**src/rtl/pipe_result_collector.sv**
```systemverilog
// pipe_result_collector: token-tracked capture of fixed-latency netlist outputs into a credit-guarded result FIFO (optional SEQ_TAG_EN adds sequence tags)
module pipe_result_collector #(
  parameter int NOUT   = 2,
  parameter int LAT    = 4,
  parameter int FDEPTH = 4,
  parameter int TAGW   = 8
) (
  input  logic            clk,
  input  logic            rst,
  input  logic            launch,
  output logic            launch_ok,
  input  logic [NOUT-1:0] pipe_out,
  output logic            out_valid,
  input  logic            out_ready,
  output logic [NOUT-1:0] out_data,
  output logic            err_ovf
`ifdef SEQ_TAG_EN
  ,
  output logic [TAGW-1:0] out_tag
`endif
);
  localparam int AW = $clog2(FDEPTH);
  localparam int CW = AW + 1;
  if (LAT < 1 || LAT > 64 || FDEPTH < 2 || FDEPTH > 256 || (FDEPTH & (FDEPTH - 1)) != 0 || NOUT < 1 || TAGW < 1) begin : g_bad_param
    $error("pipe_result_collector: illegal parameter set");
  end
  logic [LAT-1:0]  tok_q, tok_d;
  logic [AW-1:0]   wr_q, wr_d, rd_q, rd_d;
  logic [CW-1:0]   cnt_q, cnt_d;
  logic            err_q, err_d;
  logic [NOUT-1:0] mem_q [FDEPTH];
  logic [9:0]      used;
  logic            acc, push, pop;
  // credits count every token still in the line plus every buffered result, so a capture always finds room
  always_comb begin
    used      = 10'($countones(tok_q)) + 10'(cnt_q);
    launch_ok = used < 10'(FDEPTH);
    out_valid = cnt_q != '0;
    out_data  = out_valid ? mem_q[rd_q] : '0;
    acc       = launch & launch_ok;
    push      = tok_q[LAT-1];
    pop       = out_valid & out_ready;
    tok_d     = (tok_q << 1) | LAT'(acc);
    wr_d      = wr_q + AW'(push);
    rd_d      = rd_q + AW'(pop);
    cnt_d     = cnt_q + CW'(push) - CW'(pop);
    err_d     = err_q | (launch & ~launch_ok);
  end
  assign err_ovf = err_q;
  // control state: token line, FIFO pointers and occupancy, sticky overflow flag
  always_ff @(posedge clk) begin
    if (rst) begin
      tok_q <= '0;
      wr_q  <= '0;
      rd_q  <= '0;
      cnt_q <= '0;
      err_q <= 1'b0;
    end else begin
      tok_q <= tok_d;
      wr_q  <= wr_d;
      rd_q  <= rd_d;
      cnt_q <= cnt_d;
      err_q <= err_d;
    end
  end
  // result storage; contents are only meaningful below the occupancy count, so no reset needed
  always_ff @(posedge clk) begin
    if (push) mem_q[wr_q] <= pipe_out;
  end
`ifdef SEQ_TAG_EN
  logic [TAGW-1:0] seq_q, seq_d;
  logic [TAGW-1:0] tagp_q [LAT];
  logic [TAGW-1:0] tmem_q [FDEPTH];
  // next sequence number advances per accepted launch; head tag is zero while empty
  always_comb begin
    seq_d   = seq_q + TAGW'(acc);
    out_tag = out_valid ? tmem_q[rd_q] : '0;
  end
  // launch counter
  always_ff @(posedge clk) begin
    if (rst) seq_q <= '0;
    else seq_q <= seq_d;
  end
  // tag line runs in lockstep with the token line and lands in the FIFO beside its data
  always_ff @(posedge clk) begin
    tagp_q[0] <= seq_q;
    for (int i = 1; i < LAT; i++) tagp_q[i] <= tagp_q[i-1];
    if (push) tmem_q[wr_q] <= tagp_q[LAT-1];
  end
`endif
endmodule

```
**config.mk**
```make
export PLATFORM = sky130hd
export DESIGN_NAME = pipe_result_collector
export DESIGN_NICKNAME = d
export VERILOG_FILES = /design/src/rtl/pipe_result_collector.sv
export SDC_FILE = /design/constraint.sdc
export NUM_CORES = 1
export LEC_CHECK = 0
export CORE_UTILIZATION = 52
export CTS_CLUSTER_SIZE = 20
export DETAILED_ROUTE_END_ITERATION = 6
export PLACE_DENSITY = 0.87
export SYNTH_ARGS = -nofsm -noshare
export SYNTH_HDL_FRONTEND = slang
export SYNTH_SLANG_ARGS = --single-unit
```
**constraint.sdc**
```tcl
create_clock -name clk -period 3 [get_ports clk]
set_input_delay 0.6 -clock clk [delete_from_list [all_inputs] [get_ports clk]]
set_output_delay 0.6 -clock clk [all_outputs]
set_load 0.01 [all_outputs]
```
==> results.sh, run 1 <==
export IMPL_row_count=14
export IMPL_min_delay_start="tok_q[2]$_SDFF_PP0_"
export IMPL_pre_cts_slack_ns=0.325
export IMPL_power_density_nw_per_um2=779
export IMPL_num_vias=521
export IMPL_cts_htree_levels=1
export IMPL_crit_path_max_incr_delay_ns=0.50
export IMPL_antennaDiodeCount=0
export IMPL_synthCells=67
export IMPL_cp_max_fo=7
export IMPL_fin_ws_ns=0.393
export IMPL_post_route_period_util_pct=86.9
export IMPL_grt_max_degree=12
export IMPL_r2r_end="cnt_q[2]$_SDFF_PP0_"
export IMPL_tightest_slew_ns=0.457
export IMPL_core_area_um2=1540
export IMPL_ant_nets=0
export IMPL_top_layer_used="met4"
export IMPL_rsz0062_at_grt="false"
export IMPL_crit_arrival_ns=2.01
export IMPL_whs_ns=0.468
export IMPL_ys_seq_area_share_pct=54.9
export IMPL_initialDrtViolationCount=9
export IMPL_crit_path_cell_trace="fa_1 > ha_1 > a21oi_1 > nor2b_1 > nor3_1 > dlymetal6s2s_1"
export IMPL_clk_latency_ns=0.29
export IMPL_cp_depth=6
export IMPL_slew_violations=0
export IMPL_drv_cap=0
export IMPL_cts_sinks=20
export IMPL_grt_first_pass_wirelength_um=2070
export IMPL_worstHoldPathType="flop to flop"
export IMPL_r2r_setup_slack_ns=0.68
export IMPL_grtUsageTotal_pct=16.0
export IMPL_crit_start="tok_q[3]$_SDFF_PP0_"
export IMPL_fin_worst_skew_ns=0.00353
export IMPL_port_buffers=10
export IMPL_cp_slowest_cell="fa_1"
export IMPL_synth_top_area_share_pct=27.5
export IMPL_drc=0
export IMPL_gp_congestion=0.663
export IMPL_start_kind="flop"
export IMPL_syn_area_per_cell_um2=13.1
export IMPL_ir_drop_uv=438
export IMPL_crit_family="adder cells"
export IMPL_layout_cells_non_filler=96
export IMPL_grt_pass1_vias=497
export IMPL_drive_above_1_share_pct=11.3
export IMPL_fin_tns_setup_ns=0
export IMPL_synth_distinct_cells=21
export IMPL_nFillCells=130
export IMPL_finalSetupViolations=0
export IMPL_synth_area_leaders="dfxtp_1 (27%), edfxtp_1 (27%), ha_1 (8.6%)"
export IMPL_firstDrtPassIters=4
export IMPL_viasPerCell=5.43
export IMPL_slew_limit_headroom_pct=69.4
export IMPL_fp_dieArea_um2=1850
export IMPL_dieWidth_um=43.0
export IMPL_cts_buffers=3
export IMPL_worstSetupEndpointType="output port"
export IMPL_met2_length_um=665
export IMPL_fmax_mhz=384
export IMPL_synth_warnings=0
export IMPL_syn_cell_area_um2=875
export IMPL_clk_pin_slew_ns=0.11
export IMPL_overflow=0
export IMPL_worstReg2RegStart="cnt_q[2]$_SDFF_PP0_"
export IMPL_cp_required_ns=2.40
export IMPL_cts_tree="built"
export IMPL_syn2layout_area_growth_pct=16.7
export IMPL_synth_top_area_cell="dfxtp_1"
export IMPL_antenna_found_initial=0
export IMPL_dpl_cell_count=92
export IMPL_clk_path_buf_depth=2
export IMPL_reg2regPathDepth=9
export IMPL_ios=11
export IMPL_critPathBufInv=1
export IMPL_leakagePower_nw=0.421
export IMPL_wl_per_cell_um=13.5
export IMPL_syn_num_nets=81
export IMPL_path_class="flop to output port"
export IMPL_nets=95
export IMPL_run_status="completed"
export IMPL_dp_hpwl_um=987
export IMPL_fin_crit_ns=2.61
export IMPL_hold_viol=0
export IMPL_wl_met3_um=36
export IMPL_endpoint="launch_ok"
export IMPL_totalWireLength_um=1300
export IMPL_ys_seq_elements=20
export IMPL_clockRootBuffer="clkbuf_4"
export IMPL_die_h_um=43.0
export IMPL_drt_met1_wl_um=563
export IMPL_start_util_pct=56.7
==> power breakdown <==
| part | leakage [nW] | total, mW | switching (mW) | internal, mW |
|---|---|---|---|---|
| clock | 0.0154 | 0.126 | 0.0780 | 0.0484 |
| combinational | 0.235 | 0.312 | 0.127 | 0.184 |
| sequential | 0.171 | 0.358 | 0.0418 | 0.316 |
| total | 0.421 | 0.796 | 0.247 | 0.549 |
==> worst register-to-register path: stages, from the launching register on <==
cell and delay, ns:
dfxtp_1 0.38, nor3_2 0.44, nor2b_1 0.15, ha_1 0.30, inv_1 0.04, ha_1 0.18
fa_1 0.37, xnor2_1 0.18, xnor2_1 0.13, nor2_1 0.05
==> cells in the mapped netlist <==
cell      instances
dfxtp_1          12
nor2b_1           9
edfxtp_1          8
ha_1              6
inv_1             6
nor2_1            4
xnor2_1           4
fa_1              2
mux4_2            2
nand2_1           2
nor2b_4           2
a21oi_1           1
and3_1            1
and3b_1           1
clkbuf_1          1
nor3_1            1
nor3_2            1
nor3b_1           1
nor4_1            1
o221a_1           1
or3_1             1
==> cell families after synthesis <==
family	synth area share [%]
AOI/OAI and AO/OA	1.86
xor gates and xnor gates	4.01
adders and majority gates	13.2
buffers and inverters	3.00
DFF	54.9
muxes	5.15
and+or+nand+nor	17.9
==> metrics by stage <==
stage          utilization (%)  cell area [um2]  total power, mW
2_1_floorplan                -              875            0.571
3_3_place_gp              64.3              991            0.665
3_5_place_dp              64.3              991            0.684
4_1_cts                   66.1             1020            0.809
5_1_grt                   66.2             1020            0.850
6_report                  66.2             1020            0.796
==> repair_timing <==
item | in CTS | in global routing
resized for setup | 1 | 1
buffers inserted | 0 | 0
setup endpoints to repair | 1 | 1
hold endpoints to repair | 0 | 0
hold buffers | 0 | 0
==> sequential cells by signal, summed over array words and instances (netlist names) <==
signal,cells
mem_q,8
tok_q,4
cnt_q,3
rd_q,2
wr_q,2
err_ovf,1
==> placed cells by master (no fill, tap or decap), types with 3 or more instances in the layout <==
cell type,synthesis,routed
dfxtp_1,12,11
nor2b_1,9,9
clkdlybuf4s50_1,0,9
edfxtp_1,8,8
inv_1,6,6
ha_1,6,6
nor2_1,4,4
xnor2_1,4,4
clkbuf_4,0,3
==> cell type report <==
cell class	instances	area [um2]	area share, %
repair buffers	10	103	10.0
inverters	6	22.5	2.21
clock buffers	3	22.5	2.21
well taps	16	20.0	1.96
flip-flops and latches	20	482	47.2
multi-input cells	40	368	36.0
clock inverters	1	3.75	0.368
==> routing by layer <==
layer / track usage, % / up-vias
li1: - / 256
met1: 17.7 / 250
met2: 27.3 / 11
met3: 2.98 / 4
met4: 11.5 / 0
met5: 0 / -
==> worst min path at each step <==
stage,endpoint,depth (start not counted)
after global routing,tok_q[3]$_SDFF_PP0_,1
after CTS,tok_q[3]$_SDFF_PP0_,1
after detailed placement,tok_q[3]$_SDFF_PP0_,1
final,tok_q[3]$_SDFF_PP0_,1
after global placement,tok_q[3]$_SDFF_PP0_,1
after floorplan,tok_q[3]$_SDFF_PP0_,1
Note: power is estimated with default switching activity, not from simulation.
==> inputs of run 2 (changes only) <==
- CORE_UTILIZATION: 52 -> 59
- DONT_BUFFER_PORTS: not set -> 1
- PLACE_DENSITY: 0.87 -> 0.86
==> run 2 against run 1 <==
  * Sequential power barely moved
  * Cell area decreased by 7.7%
  * Routed wire length down 7.4%
  * Clock power up 71%
  * Combinational power fell by 23%
==> results.sh, run 2 (synthesis gave the netlist of run 1 again) <==
export IMPL_fmax_mhz=389
export IMPL_slew_limit_headroom_pct=67.3
export IMPL_antenna_found_initial=0
export IMPL_worstSetupEndpointType="output port"
export IMPL_wl_per_cell_um=14.1
export IMPL_critPathBufInv=0
export IMPL_drv_cap=0
export IMPL_cp_required_ns=2.40
export IMPL_cp_depth=5
export IMPL_clk_pin_slew_ns=0.11
export IMPL_cts_sinks=20
export IMPL_crit_path_max_incr_delay_ns=0.48
export IMPL_cp_max_fo=7
export IMPL_power_density_nw_per_um2=864
export IMPL_power_uw=814
export IMPL_port_buffers=0
export IMPL_reg2regPathDepth=9
export IMPL_clockRootBuffer="clkbuf_4"
export IMPL_overflow=0
export IMPL_whs_ns=0.357
export IMPL_cts_resized_gates=0
export IMPL_antennaDiodeCount=0
export IMPL_clk_latency_ns=0.29
export IMPL_grt_pass1_vias=428
export IMPL_grtUsageTotal_pct=18.1
export IMPL_drc=0
export IMPL_core_area_um2=1330
export IMPL_cts_setup_buffers=0
export IMPL_initialDrtViolationCount=6
export IMPL_fp_dieArea_um2=1640
export IMPL_final_common_cell="dfxtp_1"
export IMPL_cts_buffers=3
export IMPL_post_route_util_pct=70.6
export IMPL_firstDrtPassIters=2
export IMPL_nets=85
export IMPL_cts_htree_levels=1
export IMPL_gp_congestion=0.716
export IMPL_start_kind="flop"
export IMPL_ir_drop_uv=549
export IMPL_top_register="mem_q"
export IMPL_final_cell_mix="dfxtp_1 (12), nor2b_1 (9), edfxtp_1 (8), inv_1 (6), ha_1 (6)"
export IMPL_clk_path_buf_depth=2
export IMPL_tightest_slew_ns=0.488
export IMPL_viasPerCell=5.55
export IMPL_grt_first_pass_wirelength_um=1810
export IMPL_row_count=13
export IMPL_cts_tree="built"
export IMPL_crit_arrival_ns=1.97
export IMPL_crit_path_cell_trace="fa_1 > ha_1 > a21oi_1 > nor2b_1 > nor3_1"
export IMPL_ios=11
export IMPL_path_class="flop to output port"
export IMPL_dp_hpwl_um=912
export IMPL_hold_depth=1
export IMPL_fin_crit_ns=2.57
export IMPL_leakagePower_nw=0.391
export IMPL_drive_above_1_share_pct=12.9
export IMPL_crit_family="adder cells"
export IMPL_cp_slowest_cell="dfxtp_1"
export IMPL_start_util_pct=65.6
export IMPL_totalWireLength_um=1200
export IMPL_syn2layout_area_growth_pct=7.73
export IMPL_fin_worst_skew_ns=0.00131
export IMPL_post_route_period_util_pct=85.6
export IMPL_dieWidth_um=40.5
export IMPL_ant_nets=0
export IMPL_grt_max_degree=13
export IMPL_finalSetupViolations=0
export IMPL_slew_violations=0
export IMPL_largest_reg_flops=8
export IMPL_rsz0062_at_grt="false"
export IMPL_reg_top3="mem_q (8), tok_q (4), cnt_q (3)"
export IMPL_run_status="completed"
export IMPL_hold_viol=0
export IMPL_cts_hold_buffers=0
export IMPL_fin_tns_setup_ns=0
export IMPL_r2r_setup_slack_ns=0.67
export IMPL_die_h_um=40.5
export IMPL_num_vias=472
export IMPL_worstHoldPathType="input pin to flop"
## run 2: routing by layer
layer  track usage, %  vias up  part of all wire (%)
li1                 -      235                     -
met1             20.2      222                    45
met2             29.8       11                    50
met3             5.56        4                   3.2
met4             10.8        0                   1.8
met5                0        -                     0
## run 2: through the flow
| stage | setup slack, ns | instances | cell area, um2 |
|---|---|---|---|
| 3_5_place_dp | 0.694 | 81 | 890 |
| 4_1_cts | 0.421 | 85 | 942 |
| 6_report | 0.431 | 85 | 942 |
| 5_1_grt | 0.286 | 85 | 942 |
| 2_1_floorplan | 0.835 | 67 | 875 |
| 3_3_place_gp | 0.742 | 81 | 890 |
## run 2: path summary, 6_finish.rpt
| path | from | endpoint |
|---|---|---|
| max reg2reg | cnt_q[2]$_SDFF_PP0_ | cnt_q[2]$_SDFF_PP0_ |
| min reg2reg | tok_q[2]$_SDFF_PP0_ | tok_q[3]$_SDFF_PP0_ |
| min | rst | rd_q[0]$_SDFF_PP0_ |
| max | tok_q[3]$_SDFF_PP0_ | launch_ok |
## run 2: power breakdown
group | total, mW | switching [mW] | leakage, nW | internal [mW]
logic | 0.240 | 0.116 | 0.193 | 0.124
registers | 0.358 | 0.0421 | 0.170 | 0.316
clock network | 0.215 | 0.0804 | 0.0279 | 0.135
total | 0.814 | 0.239 | 0.391 | 0.575
## run 2: final cells by class
type	instances	area [um2]
Sequential cell	20	480
Fill cell	100	392
Multi-Input combinational cell	40	368
Clock inverter	1	30.0
Clock buffer	3	22.5
Inverter	6	22.5
Tap cell	15	18.8
## run 2: worst register-to-register path, delay by kind of cell (launching register included)
family | cells | cell delay, ns
flops | 1 | 0.38
simple gates | 3 | 0.65
buf+inv | 1 | 0.04
xor+xnor | 2 | 0.32
fa+ha+maj | 3 | 0.86
==> inputs of run 3 (changes only) <==
- CORE_MARGIN: not set -> 2
==> run 3 against run 2 <==
  * Sequential cell count stayed put
  * Setup slack worse by 0.037 ns
  * Sequential share of layout area is 1.5 points higher
  * Routed wire length is 10% lower
  * Die area is 10% higher
  * Fmax is 1.4% lower
  * Critical path type unchanged
==> results.sh, run 3 (synthesis gave the netlist of run 1 again) <==
export IMPL_totalWireLength_um=1080
export IMPL_fin_worst_skew_ns=0.00378
export IMPL_power_uw=719
export IMPL_final_cell_mix="dfxtp_1 (12), nor2b_1 (9), edfxtp_1 (8), inv_1 (6), ha_1 (6)"
export IMPL_cts_setup_buffers=0
export IMPL_reg_top3="mem_q (8), tok_q (4), cnt_q (3)"
export IMPL_overflow=0
export IMPL_worstReg2RegStart="cnt_q[2]$_SDFF_PP0_"
export IMPL_clk_path_buf_depth=2
export IMPL_cts_hold_buffers=0
export IMPL_cp_max_fo=7
export IMPL_r2r_setup_slack_ns=0.69
export IMPL_firstDrtPassIters=3
export IMPL_cp_slowest_cell="dfxtp_1"
export IMPL_run_status="completed"
export IMPL_grt_max_degree=12
export IMPL_port_buffers=0
export IMPL_path_class="flop to output port"
export IMPL_largest_reg_flops=8
export IMPL_multi_input_area_um2=368
export IMPL_fmax_mhz=384
export IMPL_num_vias=444
export IMPL_dpl_cell_count=81
export IMPL_initialDrtViolationCount=11
export IMPL_reg2regPathDepth=9
export IMPL_crit_arrival_ns=2.01
export IMPL_drv_cap=0
export IMPL_ff_latch_area_um2=480
export IMPL_finalSetupViolations=0
export IMPL_slew_limit_headroom_pct=69.2
export IMPL_tightest_slew_ns=0.460
export IMPL_antennaDiodeCount=0
export IMPL_worstSetupEndpointType="output port"
export IMPL_die_h_um=42.5
export IMPL_r2r_end="cnt_q[2]$_SDFF_PP0_"
export IMPL_clk_latency_ns=0.29
export IMPL_leakagePower_nw=0.378
export IMPL_hold_path_end="tok_q[1]$_SDFF_PP0_"
export IMPL_drc=0
export IMPL_post_route_period_util_pct=86.8
export IMPL_gp_congestion=0.716
export IMPL_power_density_nw_per_um2=785
export IMPL_wl_per_cell_um=12.7
export IMPL_fin_tns_setup_ns=0
export IMPL_nets=85
export IMPL_cts_resized_gates=0
export IMPL_syn2layout_area_growth_pct=4.72
export IMPL_cts_sinks=20
export IMPL_final_common_cell="dfxtp_1"
export IMPL_viasPerCell=5.22
export IMPL_crit_path_max_incr_delay_ns=0.48
export IMPL_ir_drop_uv=406
export IMPL_ios=11
export IMPL_grt_first_pass_wirelength_um=1940
export IMPL_drive_above_1_share_pct=11.4
export IMPL_min_delay_start="rst"
export IMPL_crit_path_cell_trace="fa_1 > ha_1 > a21oi_1 > nor2b_1 > nor3_1"
export IMPL_fp_dieArea_um2=1810
export IMPL_clockRootBuffer="clkbuf_4"
export IMPL_hold_depth=1
export IMPL_core_area_um2=1350
export IMPL_grtUsageTotal_pct=14.6
export IMPL_slew_violations=0
export IMPL_rsz0062_at_grt="false"
export IMPL_ant_nets=0
export IMPL_cts_buffers=3
export IMPL_clk_pin_slew_ns=0.10
export IMPL_layout_cells_non_filler=85
export IMPL_start_kind="flop"
export IMPL_worstHoldPathType="input pin to flop"
export IMPL_cts_htree_levels=1
export IMPL_cp_required_ns=2.40
export IMPL_hold_viol=0
export IMPL_antenna_found_initial=0
export IMPL_start_util_pct=64.8
export IMPL_top_register="mem_q"
export IMPL_grt_pass1_vias=445
export IMPL_cts_tree="built"
export IMPL_dieWidth_um=42.5
export IMPL_nFillCells=101
export IMPL_fin_crit_ns=2.61
export IMPL_row_count=13
-- run 3: cell count changes in the layout (fill, tap and decap cells not counted) --
cell	previous run	this run
bufinv_16	1	0
clkinv_1	0	1
-- run 3: per-stage QoR --
stage | instance area, um2 | setup slack (ns) | hold slack [ns] | utilization, %
final | 916 | 0.395 | 0.358 | 67.8
after global routing | 916 | 0.247 | 0.340 | 67.8
after CTS | 916 | 0.384 | 0.349 | 67.8
after detailed placement | 890 | 0.683 | 0.456 | 65.9
after global placement | 890 | 0.716 | 0.458 | 65.9
after floorplan | 875 | 0.835 | 0.438 | -
-- run 3: where the power goes --
part / internal (mW) / switching, mW / leakage (nW) / total [mW]
Sequential: 0.316 / 0.0407 / 0.170 / 0.357
Combinational: 0.125 / 0.114 / 0.193 / 0.239
Clock: 0.0484 / 0.0749 / 0.0154 / 0.123
Total: 0.490 / 0.230 / 0.378 / 0.719
-- run 3: routing by layer --
metal  global-route usage [%]  part of all wire, %
met5                        0                    0
met3                     4.31                  3.3
met2                     23.1                   48
met4                     6.88                  1.9
met1                     18.3                   47
-- run 3: worst max-delay path by stage --
stage                                    from                  end  slack (ns)  cells after the start
final                     tok_q[3]$_SDFF_PP0_            launch_ok        0.39                      5
after global routing      tok_q[3]$_SDFF_PP0_            launch_ok        0.25                      5
after CTS                 tok_q[3]$_SDFF_PP0_            launch_ok        0.38                      5
after detailed placement  cnt_q[2]$_SDFF_PP0_  cnt_q[2]$_SDFF_PP0_        0.68                      9
after global placement    cnt_q[2]$_SDFF_PP0_  cnt_q[2]$_SDFF_PP0_        0.72                      9
after floorplan           cnt_q[2]$_SDFF_PP0_  cnt_q[2]$_SDFF_PP0_        0.83                      9
-- run 3: critical path, delay by kind of cell (launching register included) --
family                   cells  cell delay [ns]
adder cells (fa/ha/maj)      2             0.73
AO/OA/AOI/OAI                1             0.12
AND/OR/NAND/NOR              2             0.37
flip-flops                   1             0.48
-- run 3: area by class of cell --
cell class,count,share of cell area [%]
Multi-Input combinational cell,40,40.2
Tap cell,15,2.05
Clock inverter,1,0.410
Clock buffer,3,2.46
Sequential cell,20,52.5
Inverter,6,2.46
